`config.mk`:
```
export PLATFORM = sky130hd
export DESIGN_NAME = alarm_clock
export DESIGN_NICKNAME = d
export VERILOG_FILES = /design/src/rtl/alarm_clock_pkg.sv /design/src/rtl/seg7_scan.sv /design/src/rtl/alarm_clock.sv
export SDC_FILE = /design/constraint.sdc
export NUM_CORES = 1
export LEC_CHECK = 0
export CAP_MARGIN = 20
export CORE_MARGIN = 1
export CORE_UTILIZATION = 45
export CTS_BUF_LIST = sky130_fd_sc_hd__clkbuf_8 sky130_fd_sc_hd__clkbuf_16
export CTS_CLUSTER_SIZE = 40
export DETAILED_ROUTE_END_ITERATION = 12
export HOLD_SLACK_MARGIN = 0.08
export PLACE_DENSITY = 0.71
export SKIP_CTS_REPAIR_TIMING = 1
export SYNTH_ARGS = -nofsm -noshare
export SYNTH_HDL_FRONTEND = slang
export SYNTH_SLANG_ARGS = --single-unit
```
`constraint.sdc`:
```
create_clock -name clk -period 6.9 [get_ports clk]
set_input_delay 2.07 -clock clk [delete_from_list [all_inputs] [get_ports clk]]
set_output_delay 2.07 -clock clk [all_outputs]
set_load 0.02 [all_outputs]
```
`src/rtl/alarm_clock_pkg.sv`:
```
`default_nettype none
// ============================================================================
//  Module      : alarm_clock_pkg
//  Description : Shared definitions for the alarm clock: mode encodings,
//                active-low seven-segment patterns, the BCD digit type and
//                small helpers for decoding and binary-to-BCD splitting.
//  Revision    : 1.0 - initial release
// ============================================================================
package alarm_clock_pkg;

    typedef logic [3:0] bcd_t;

    localparam logic [1:0] MODE_RUN        = 2'd0;
    localparam logic [1:0] MODE_SET_TIME   = 2'd1;
    localparam logic [1:0] MODE_SET_ALARM  = 2'd2;
    localparam logic [1:0] MODE_SHOW_ALARM = 2'd3;

    // Active-low patterns, bit 0 = segment a ... bit 6 = segment g
    localparam logic [6:0] c_SEG_0     = 7'b1000000;
    localparam logic [6:0] c_SEG_1     = 7'b1111001;
    localparam logic [6:0] c_SEG_2     = 7'b0100100;
    localparam logic [6:0] c_SEG_3     = 7'b0110000;
    localparam logic [6:0] c_SEG_4     = 7'b0011001;
    localparam logic [6:0] c_SEG_5     = 7'b0010010;
    localparam logic [6:0] c_SEG_6     = 7'b0000010;
    localparam logic [6:0] c_SEG_7     = 7'b1111000;
    localparam logic [6:0] c_SEG_8     = 7'b0000000;
    localparam logic [6:0] c_SEG_9     = 7'b0010000;
    localparam logic [6:0] c_SEG_BLANK = 7'b1111111;

    function automatic logic [6:0] seg_decode(input bcd_t d);
        logic [6:0] p;
        case (d)
            4'd0:    p = c_SEG_0;
            4'd1:    p = c_SEG_1;
            4'd2:    p = c_SEG_2;
            4'd3:    p = c_SEG_3;
            4'd4:    p = c_SEG_4;
            4'd5:    p = c_SEG_5;
            4'd6:    p = c_SEG_6;
            4'd7:    p = c_SEG_7;
            4'd8:    p = c_SEG_8;
            4'd9:    p = c_SEG_9;
            default: p = c_SEG_BLANK;
        endcase
        return p;
    endfunction

    // Values here never exceed 59, so both results fit a single BCD digit
    function automatic bcd_t bcd_tens(input logic [5:0] v);
        logic [5:0] q;
        q = v / 6'd10;
        return q[3:0];
    endfunction

    function automatic bcd_t bcd_units(input logic [5:0] v);
        logic [5:0] r;
        r = v % 6'd10;
        return r[3:0];
    endfunction

endpackage
`default_nettype wire

```
`src/rtl/seg7_scan.sv`:
```
`default_nettype none
// ============================================================================
//  Module      : seg7_scan
//  Description : Four-digit multiplexed common-anode display driver. A
//                refresh counter advances a scan index every REFRESH_DIV
//                cycles; the same registered index drives both the anode
//                select and the digit decoder so an and seg never skew.
//  Ports       : clk, clr (async active-low reset)
//                i_dig3..i_dig0 : BCD digits, i_dig3 = leftmost (hour tens)
//                seg            : active-low segments, seg[0]=a .. seg[6]=g
//                an             : active-low anodes, an[0] = i_dig0
//  Revision    : 1.0 - initial release
// ============================================================================
module seg7_scan
    import alarm_clock_pkg::*;
#(
    parameter int REFRESH_DIV = 100_000
) (
    input  logic       clk,
    input  logic       clr,
    input  bcd_t       i_dig3,
    input  bcd_t       i_dig2,
    input  bcd_t       i_dig1,
    input  bcd_t       i_dig0,
    output logic [6:0] seg,
    output logic [3:0] an
);

    localparam int c_REF_W = (REFRESH_DIV > 1) ? $clog2(REFRESH_DIV) : 1;
    localparam logic [c_REF_W-1:0] c_REF_LAST = c_REF_W'(REFRESH_DIV - 1);

    logic [c_REF_W-1:0] r_ref_cnt;
    logic [1:0]         r_scan_idx;
    logic               w_ref_wrap;
    bcd_t               w_digit;

    assign w_ref_wrap = (r_ref_cnt == c_REF_LAST);

    always_ff @(posedge clk or negedge clr) begin
        if (!clr) begin
            r_ref_cnt  <= '0;
            r_scan_idx <= 2'd0;
        end else if (w_ref_wrap) begin
            r_ref_cnt  <= '0;
            r_scan_idx <= r_scan_idx + 2'd1;
        end else begin
            r_ref_cnt  <= r_ref_cnt + 1'b1;
        end
    end

    always_comb begin
        w_digit = i_dig0;
        case (r_scan_idx)
            2'd0:    w_digit = i_dig0;
            2'd1:    w_digit = i_dig1;
            2'd2:    w_digit = i_dig2;
            default: w_digit = i_dig3;
        endcase
    end

    assign an  = ~(4'b0001 << r_scan_idx);
    assign seg = seg_decode(w_digit);

endmodule
`default_nettype wire

```
`src/rtl/alarm_clock.sv`:
```
`default_nettype none
// ============================================================================
//  Module      : alarm_clock
//  Description : 24-hour HH:MM:SS clock with settable alarm and a 4-digit
//                multiplexed seven-segment display. A prescaler produces the
//                1 s tick; two synchronised, edge-detected buttons set the
//                time (mode 1) or the alarm (mode 2).
//  Ports       : clk      system clock
//                clr      async active-low reset
//                mode     0 run/time, 1 set time, 2 set alarm, 3 run/alarm
//                min_up   minute button (asynchronous, active-high)
//                hour_up  hour button (asynchronous, active-high)
//                seg, an  display drive (active-low)
//                alarm    alarm indicator (active-high, registered)
//  Revision    : 1.0 - initial release
// ============================================================================
module alarm_clock
    import alarm_clock_pkg::*;
#(
    parameter int TICK_DIV    = 100_000_000,
    parameter int REFRESH_DIV = 100_000
) (
    input  logic       clk,
    input  logic       clr,
    input  logic [1:0] mode,
    input  logic       min_up,
    input  logic       hour_up,
    output logic [6:0] seg,
    output logic [3:0] an,
    output logic       alarm
);

    localparam int c_TICK_W = (TICK_DIV > 1) ? $clog2(TICK_DIV) : 1;
    localparam logic [c_TICK_W-1:0] c_TICK_LAST = c_TICK_W'(TICK_DIV - 1);

    logic [c_TICK_W-1:0] r_presc;
    logic [1:0]          r_min_sync;
    logic [1:0]          r_hour_sync;
    logic                r_min_prev;
    logic                r_hour_prev;
    logic [5:0]          r_sec;
    logic [5:0]          r_min;
    logic [4:0]          r_hour;
    logic [5:0]          r_al_min;
    logic [4:0]          r_al_hour;
    logic                r_armed;
    logic                r_alarm;
    logic                r_show_alarm;

    logic                w_set_time;
    logic                w_set_alarm;
    logic                w_tick;
    logic                w_min_edge;
    logic                w_hour_edge;
    logic [5:0]          w_disp_min;
    logic [5:0]          w_disp_hour;

    assign w_set_time  = (mode == MODE_SET_TIME);
    assign w_set_alarm = (mode == MODE_SET_ALARM);
    assign w_tick      = !w_set_time && (r_presc == c_TICK_LAST);

    // Prescaler is parked at 0 while setting the time so the first second
    // after leaving mode 1 is a full TICK_DIV cycles long.
    always_ff @(posedge clk or negedge clr) begin
        if (!clr) begin
            r_presc <= '0;
        end else if (w_set_time || w_tick) begin
            r_presc <= '0;
        end else begin
            r_presc <= r_presc + 1'b1;
        end
    end

    // Two-flop synchronisers plus one extra stage for rising-edge detect:
    // input rise -> edge pulse visible after 2 clocks -> counter update on 3rd.
    always_ff @(posedge clk or negedge clr) begin
        if (!clr) begin
            r_min_sync  <= 2'b00;
            r_hour_sync <= 2'b00;
            r_min_prev  <= 1'b0;
            r_hour_prev <= 1'b0;
        end else begin
            r_min_sync  <= {r_min_sync[0], min_up};
            r_hour_sync <= {r_hour_sync[0], hour_up};
            r_min_prev  <= r_min_sync[1];
            r_hour_prev <= r_hour_sync[1];
        end
    end

    assign w_min_edge  = r_min_sync[1]  && !r_min_prev;
    assign w_hour_edge = r_hour_sync[1] && !r_hour_prev;

    // Current time. Setting minutes does not carry into hours.
    always_ff @(posedge clk or negedge clr) begin
        if (!clr) begin
            r_sec  <= 6'd0;
            r_min  <= 6'd0;
            r_hour <= 5'd0;
        end else if (w_set_time) begin
            if (w_min_edge) begin
                r_min <= (r_min == 6'd59) ? 6'd0 : r_min + 6'd1;
                r_sec <= 6'd0;
            end
            if (w_hour_edge) begin
                r_hour <= (r_hour == 5'd23) ? 5'd0 : r_hour + 5'd1;
            end
        end else if (w_tick) begin
            if (r_sec == 6'd59) begin
                r_sec <= 6'd0;
                if (r_min == 6'd59) begin
                    r_min  <= 6'd0;
                    r_hour <= (r_hour == 5'd23) ? 5'd0 : r_hour + 5'd1;
                end else begin
                    r_min <= r_min + 6'd1;
                end
            end else begin
                r_sec <= r_sec + 6'd1;
            end
        end
    end

    // Alarm time; once any increment happens the alarm stays armed until reset.
    always_ff @(posedge clk or negedge clr) begin
        if (!clr) begin
            r_al_min  <= 6'd0;
            r_al_hour <= 5'd0;
            r_armed   <= 1'b0;
        end else if (w_set_alarm) begin
            if (w_min_edge) begin
                r_al_min <= (r_al_min == 6'd59) ? 6'd0 : r_al_min + 6'd1;
            end
            if (w_hour_edge) begin
                r_al_hour <= (r_al_hour == 5'd23) ? 5'd0 : r_al_hour + 5'd1;
            end
            if (w_min_edge || w_hour_edge) begin
                r_armed <= 1'b1;
            end
        end
    end

    // Alarm output and display source selection are both registered so a
    // mode change is seen on the next clock edge.
    always_ff @(posedge clk or negedge clr) begin
        if (!clr) begin
            r_alarm      <= 1'b0;
            r_show_alarm <= 1'b0;
        end else begin
            r_alarm      <= r_armed && (r_hour == r_al_hour) &&
                            (r_min == r_al_min) && !w_set_alarm;
            r_show_alarm <= (mode == MODE_SET_ALARM) || (mode == MODE_SHOW_ALARM);
        end
    end

    assign alarm = r_alarm;

    assign w_disp_min  = r_show_alarm ? r_al_min : r_min;
    assign w_disp_hour = r_show_alarm ? {1'b0, r_al_hour} : {1'b0, r_hour};

    seg7_scan #(
        .REFRESH_DIV (REFRESH_DIV)
    ) u_scan (
        .clk    (clk),
        .clr    (clr),
        .i_dig3 (bcd_tens(w_disp_hour)),
        .i_dig2 (bcd_units(w_disp_hour)),
        .i_dig1 (bcd_tens(w_disp_min)),
        .i_dig0 (bcd_units(w_disp_min)),
        .seg    (seg),
        .an     (an)
    );

endmodule
`default_nettype wire

```
==> impl_metrics.ini, run 1 <==
[yosys]
synth-simple-area-share = 0.218
synth_edf_count = 0
syn_inst = 508
synth-xor-area-share = 0.107
ys.flop_type = dfrtp_1
syn_nets = 532
synth_top_cells_by_count = dfrtp_1 (83), nor2_1 (60), nand2_1 (38)
yosys.area_share.adder = 0.0458
synthArstFlopShare = 1.00
synth-seq-cells = 83
synth_mux_area_frac = 0.0717
synth_top_area_frac = 0.422
netlist_area_sq_um = 4920
ys_warn_count = 0
synthTopCellsByArea = dfrtp_1 (42%), xnor2_1 (5.3%), xor2_1 (5.3%)
yosysMostFrequentCell = dfrtp_1
yosys.area.top_type = dfrtp_1
synth_area_per_cell_sq_um = 9.68
ys_seq_area_frac = 0.422
synth_compound_area_frac = 0.102
synthDistinctLibCells = 58
synth_top_family_by_area = simple AND/OR/NAND/NOR gates

[place]
dp_worst_setup_slack_ns = 0.180
dp_hpwl_mm = 6.70
place_area_sq_um = 5180
port_buffers = 17
gp_congestion = 0.867

[worst_setup_path]
crit_fanout = 9
reg2reg_to = r_min[4]
end_kind = primary output
critPathRequiredTime_ns = 4.83
worst-endpoint-arrival_ns = 4.61
critPathLaunchType = flop
reg2reg_from = r_presc[15]
crit_type = flop to primary output
rrSetupSlack_ns = 4.46
r2r_cells = 7

[routing]
drtPass1Iterations = 4
antenna_left = 0
drc = 0
drtIter0Drc = 164
vias_per_cell = 5.64
wl_per_cell_um = 14.6
wl_mm = 9.61
vias = 3719

[sta]
fmax_mhz = 150
slew_headroom = 0.429
rsz0062_at_grt = no
period_share = 0.968
hold_slack_ns = 0.354
finClkSkew_ns = 0.00813
slew_viol_final = 0
finalSetupViolCount = 0
max_slew.worst_pin.slew_ns = 0.848
worst_slack_ns = 0.218
fin_crit_ns = 6.68
hold_viol_final = 0

[power_and_ir_drop]
pwr-share-comb = 0.407
p_int_mw = 1.05
pwr-share-seq = 0.378
max-vdd-ir-drop_v = 0.000173
switching_share = 0.379
p_sw_uw = 638
clockPowerShare = 0.215
p_leak_nw = 2.29
p_per_area_nw_per_um2 = 307

[global_routing]
grt.total_usage = 0.180
grt_pass1_vias = 3571
grt_overflow = 0
antenna_found_initial = 0
grt_max_degree = 84
grt_pass1_wl_mm = 16.5

[clock_network]
cts.sinks = 83
cts_buffers = 9
clkTransAtPathRegs_ns = 0.09
cts_max_level = 3
clk_latency_ns = 0.35
cts_tree = built
clockRootBuffer = clkbuf_8
clockBufferDepth = 2

[outcome]
outcome = completed

[finish]
diodes = 0
drive_gt1_frac = 0.103
layout.nets = 542
area_growth_pct = 11.6
fin_util = 0.525
fin_area_sq_um = 5490

[floorplanning]
die_y_um = 107
die-area_sq_um = 11400
initial_utilization = 0.470
core_area_sq_um = 10500
placementRows = 37
die_w_um = 107
ios = 18

[job]
maxCapViolations = 0

[hold_path]
worstHoldStart = r_min_sync[0]
hold_class = flop to flop
hold_end = r_min_sync[1]
hold_depth = 0
## power by group through the flow
stage | Combinational [mW] | Clock, mW | Sequential [mW]
4_1_cts | 0.661 | 0.375 | 0.634
3_3_place_gp | 0.635 | 0 | 0.642
5_1_grt | 0.747 | 0.396 | 0.649
2_1_floorplan | 0.510 | 0 | 0.590
3_5_place_dp | 0.660 | 0 | 0.643
6_report | 0.685 | 0.363 | 0.636
## layout by cell type, fill, tap and decap left out, drive strengths merged, types with 7 or more instances in the layout
cell type,netlist,routed
dfrtp,83,83
nor2,60,60
nand2,38,38
nand3,36,36
xor2,30,30
xnor2,30,30
o21ai,24,24
ha,18,18
nand4,17,17
inv,15,16
a21oi,14,14
clkdlybuf4s50,0,14
and3,12,12
nor3,10,10
clkbuf,16,10
mux4,9,9
mux2,8,8
or3,7,7
buf,8,7
## state kept, by name (all words and copies together), names as in the netlist
signal,cells
r_hour_sync,2
u_scan.r_ref_cnt,17
r_hour_prev,1
r_hour,5
r_al_min,6
r_show_alarm,1
r_min_sync,2
alarm,1
r_min,6
r_al_hour,5
r_min_prev,1
r_sec,6
r_presc,27
u_scan.r_scan_idx,2
r_armed,1
## kinds of logic (layout without fill, tap and decap cells)
family | count (synthesis) | in the layout
compound gates | 70 | 70
xor+xnor | 60 | 60
fa+ha+maj | 18 | 18
buf+inv | 39 | 54
flops | 83 | 83
mux | 23 | 23
simple gates | 215 | 215
## final cells by class
class,count,area (sq um)
well taps,136,170
clock inverters,6,72.6
inverters,15,56.3
repair buffers,23,238
fillers,955,4970
flip-flops and latches,83,2080
multi-input cells,386,2740
clock buffers,10,138
## how the worst max path moves through the flow
| stage | start | slack (ns) | endpoint | cells past startpoint |
|---|---|---|---|---|
| finish | u_scan.r_scan_idx[0] | 0.22 | seg[4] | 17 |
| global route | u_scan.r_scan_idx[0] | 0.001 | seg[4] | 17 |
| CTS | u_scan.r_scan_idx[0] | -0.23 | seg[6] | 16 |
| detailed placement | u_scan.r_scan_idx[0] | 0.18 | seg[6] | 16 |
| global placement | u_scan.r_scan_idx[0] | 0.39 | seg[4] | 16 |
| floorplan | u_scan.r_scan_idx[0] | 1.05 | seg[0] | 15 |
## through the flow
step	total power, mW	cells	TNS, ns
floorplan	1.10	508	0
global placement	1.28	641	0
detailed placement	1.30	641	0
CTS	1.67	657	-1.19
global route	1.79	659	0
finish	1.68	659	0
## worst max-delay path, cell delays in order (launching register included)
cell,delay (ns)
dfrtp_1,0.40
inv_1,0.17
ha_4,0.22
mux4_2,0.36
inv_1,0.08
ha_1,0.22
or2_2,0.30
o32ai_4,0.23
o21a_1,0.16
nor2_1,0.04
a31oi_1,0.14
ha_1,0.27
and3b_1,0.21
a2111oi_4,0.37
nand2b_4,0.24
or3_1,0.10
and3_1,0.14
clkdlybuf4s50_1,0.59
## per-layer routing
metal | GRT usage | vias to the layer above | part of all wire
li1 | - | 1818 | -
met1 | 0.231 | 1842 | 0.47
met2 | 0.308 | 50 | 0.50
met3 | 0.0349 | 9 | 0.026
met4 | 0.0528 | 0 | 0.012
met5 | 0 | - | 0
Power figures use the tool's default switching activity.
==> run 2, diff against run 1 <==
--- a/config.mk
+++ b/config.mk
@@ -6,13 +6,13 @@
 export NUM_CORES = 1
 export LEC_CHECK = 0
 export CAP_MARGIN = 20
-export CORE_MARGIN = 1
-export CORE_UTILIZATION = 45
+export CORE_MARGIN = 5
+export CORE_UTILIZATION = 60
 export CTS_BUF_LIST = sky130_fd_sc_hd__clkbuf_8 sky130_fd_sc_hd__clkbuf_16
 export CTS_CLUSTER_SIZE = 40
 export DETAILED_ROUTE_END_ITERATION = 12
 export HOLD_SLACK_MARGIN = 0.08
-export PLACE_DENSITY = 0.71
+export PLACE_DENSITY = 0.88
 export SKIP_CTS_REPAIR_TIMING = 1
 export SYNTH_ARGS = -nofsm -noshare
 export SYNTH_HDL_FRONTEND = slang
==> run 2 against run 1 <==
  * Flip-flop and latch count did not move
  * Clock power rose by 3%
  * Cell count down 4.7%
  * First-iteration DRC count is 65% higher
  * Sequential power is 1% higher
  * Worst setup slack better by 0.15 ns
  * Critical path depth is the same
  * Register-to-register slack worse by 0.04 ns
  * Largest cell class unchanged
  * Highest routed layer unchanged
==> impl_metrics.ini, run 2 (synthesis results as in run 1) <==
[outcome]
outcome = completed

[global_routing]
grt_pass1_wl_mm = 17.2
grt_pass1_vias = 3760
grt_max_degree = 84
grt.total_usage = 0.210
antenna_found_initial = 0
grt_overflow = 0

[floorplanning]
ios = 18
die_w_um = 101
initial_utilization = 0.608
die_y_um = 101
core_area_sq_um = 8090
placementRows = 33
die-area_sq_um = 10100

[clock_network]
clkTransAtPathRegs_ns = 0.09
clk_latency_ns = 0.36
clockBufferDepth = 2
cts_buffers = 9
cts.sinks = 83
clockRootBuffer = clkbuf_8
cts_max_level = 3
cts_tree = built

[worst_setup_path]
crit_end = seg[1]
r2r_cells = 7
worst-endpoint-arrival_ns = 4.46
max_stage_delay_ns = 0.41
crit_fanout = 9
critPathRequiredTime_ns = 4.83
path_cells = inv_1 -> ha_4 -> mux4_2 -> inv_1 -> ha_1 -> or2_2 -> o32ai_4 -> o21a_1 -> nor2_1 -> a31oi_1 -> ha_1 -> and3b_1 -> a2111oi_2 -> nor2b_2 -> o21ai_0 -> nor2b_1 -> dlymetal6s2s_1
crit_path_top_delay_cell = a2111oi_2
critPathLaunchType = flop
end_kind = primary output
reg2reg_to = r_hour[4]
reg2reg_from = r_presc[15]
rrSetupSlack_ns = 4.42
crit_type = flop to primary output
worstSetupStartpoint = u_scan.r_scan_idx[0]

[sta]
slew_headroom = 0.439
finClkSkew_ns = 0.0137
period_share = 0.946
max_slew.worst_pin.slew_ns = 0.834
fin_crit_ns = 6.53
slew_viol_final = 0
finalSetupViolCount = 0
rsz0062_at_grt = no
fmax_mhz = 153
finalSetupTns_ns = 0
worst_slack_ns = 0.372
hold_viol_final = 0

[routing]
drtIter0Drc = 270
vias = 3882
antenna_left = 0
vias_per_cell = 6.18
wl_per_cell_um = 16.2
drc = 0
drtPass1Iterations = 7
wl_mm = 10.2

[place]
dp_hpwl_mm = 7.08
gp_congestion = 0.931
port_buffers = 17
placed_cells = 609
dp_worst_setup_slack_ns = 0.196

[finish]
largest-register = r_presc
reg.largest.list = r_presc: 27 flops, u_scan.r_ref_cnt: 17 flops
mostFrequentLayoutCell = dfrtp_1
layout.nets = 542
largest_reg_flops = 27
most-common-layout-cells = dfrtp_1 (83), nor2_1 (60), nand2_1 (38)
drive_gt1_frac = 0.101
area_growth_pct = 10.7
layout.cells.non_filler = 628
diodes = 0

[power_and_ir_drop]
max-vdd-ir-drop_v = 0.000172
p_per_area_nw_per_um2 = 311
p_leak_nw = 2.34

[job]
maxCapViolations = 0

[hold_path]
hold_class = flop to flop
hold_depth = 0
[run 2: changes by cell type in the layout (fill, tap and decap cells not counted)]
cell | before | now
clkinvlp_4 | 1 | 0
a2111oi_4 | 2 | 1
inv_8 | 0 | 1
a2111oi_2 | 0 | 1
clkinv_4 | 3 | 1
a211o_2 | 1 | 0
a211o_1 | 1 | 2
mux2i_4 | 1 | 0
clkdlybuf4s50_1 | 14 | 9
mux2i_2 | 0 | 1
inv_6 | 1 | 3
dlymetal6s2s_1 | 2 | 7
[run 2: per-layer routing]
metal	vias up	GRT usage	share of wire
li1	1825	-	-
met1	1896	0.274	0.42
met2	131	0.343	0.50
met3	30	0.0360	0.048
met4	0	0.101	0.034
met5	-	0	0
[run 2: cell type report]
cell class,count,area (sq um)
Multi-Input combinational cell,386,2720
Inverter,15,56.3
Fill cell,598,2650
Clock inverter,6,76.3
Clock buffer,10,138
Timing Repair Buffer,23,250
Sequential cell,83,2080
Tap cell,105,131
[run 2: critical path: cells and delay by family, from the launching register on]
kind	cells	cell delay (ns)
AO/OA/AOI/OAI	5	1.18
AND/OR/NAND/NOR	5	0.89
adder cells (fa/ha/maj)	3	0.74
buffers and inverters	3	0.52
flip-flops	1	0.40
multiplexers	1	0.36
[run 2: where the power goes]
part	total, mW	internal (mW)	switching [mW]
Combinational	0.677	0.316	0.361
Clock	0.375	0.184	0.190
Sequential	0.645	0.539	0.106
Total	1.70	1.04	0.657
[run 2: worst min path at each step]
stage | from | slack [ns] | end
floorplan | r_hour_sync[0] | 0.33 | r_hour_sync[1]
global placement | r_min_sync[0] | 0.34 | r_min_sync[1]
detailed placement | r_min_sync[0] | 0.35 | r_min_sync[1]
CTS | r_min_sync[0] | 0.37 | r_min_sync[1]
global route | r_min_sync[0] | 0.38 | r_min_sync[1]
finish | r_min_sync[0] | 0.37 | r_min_sync[1]
[run 2: through the flow]
stage | utilization | hold WS, ns | cell area (sq um) | total power [mW]
floorplan | - | 0.331 | 4920 | 1.10
global placement | 0.634 | 0.340 | 5130 | 1.27
detailed placement | 0.634 | 0.350 | 5130 | 1.32
CTS | 0.661 | 0.370 | 5350 | 1.69
global route | 0.673 | 0.380 | 5450 | 1.79
finish | 0.673 | 0.368 | 5450 | 1.70
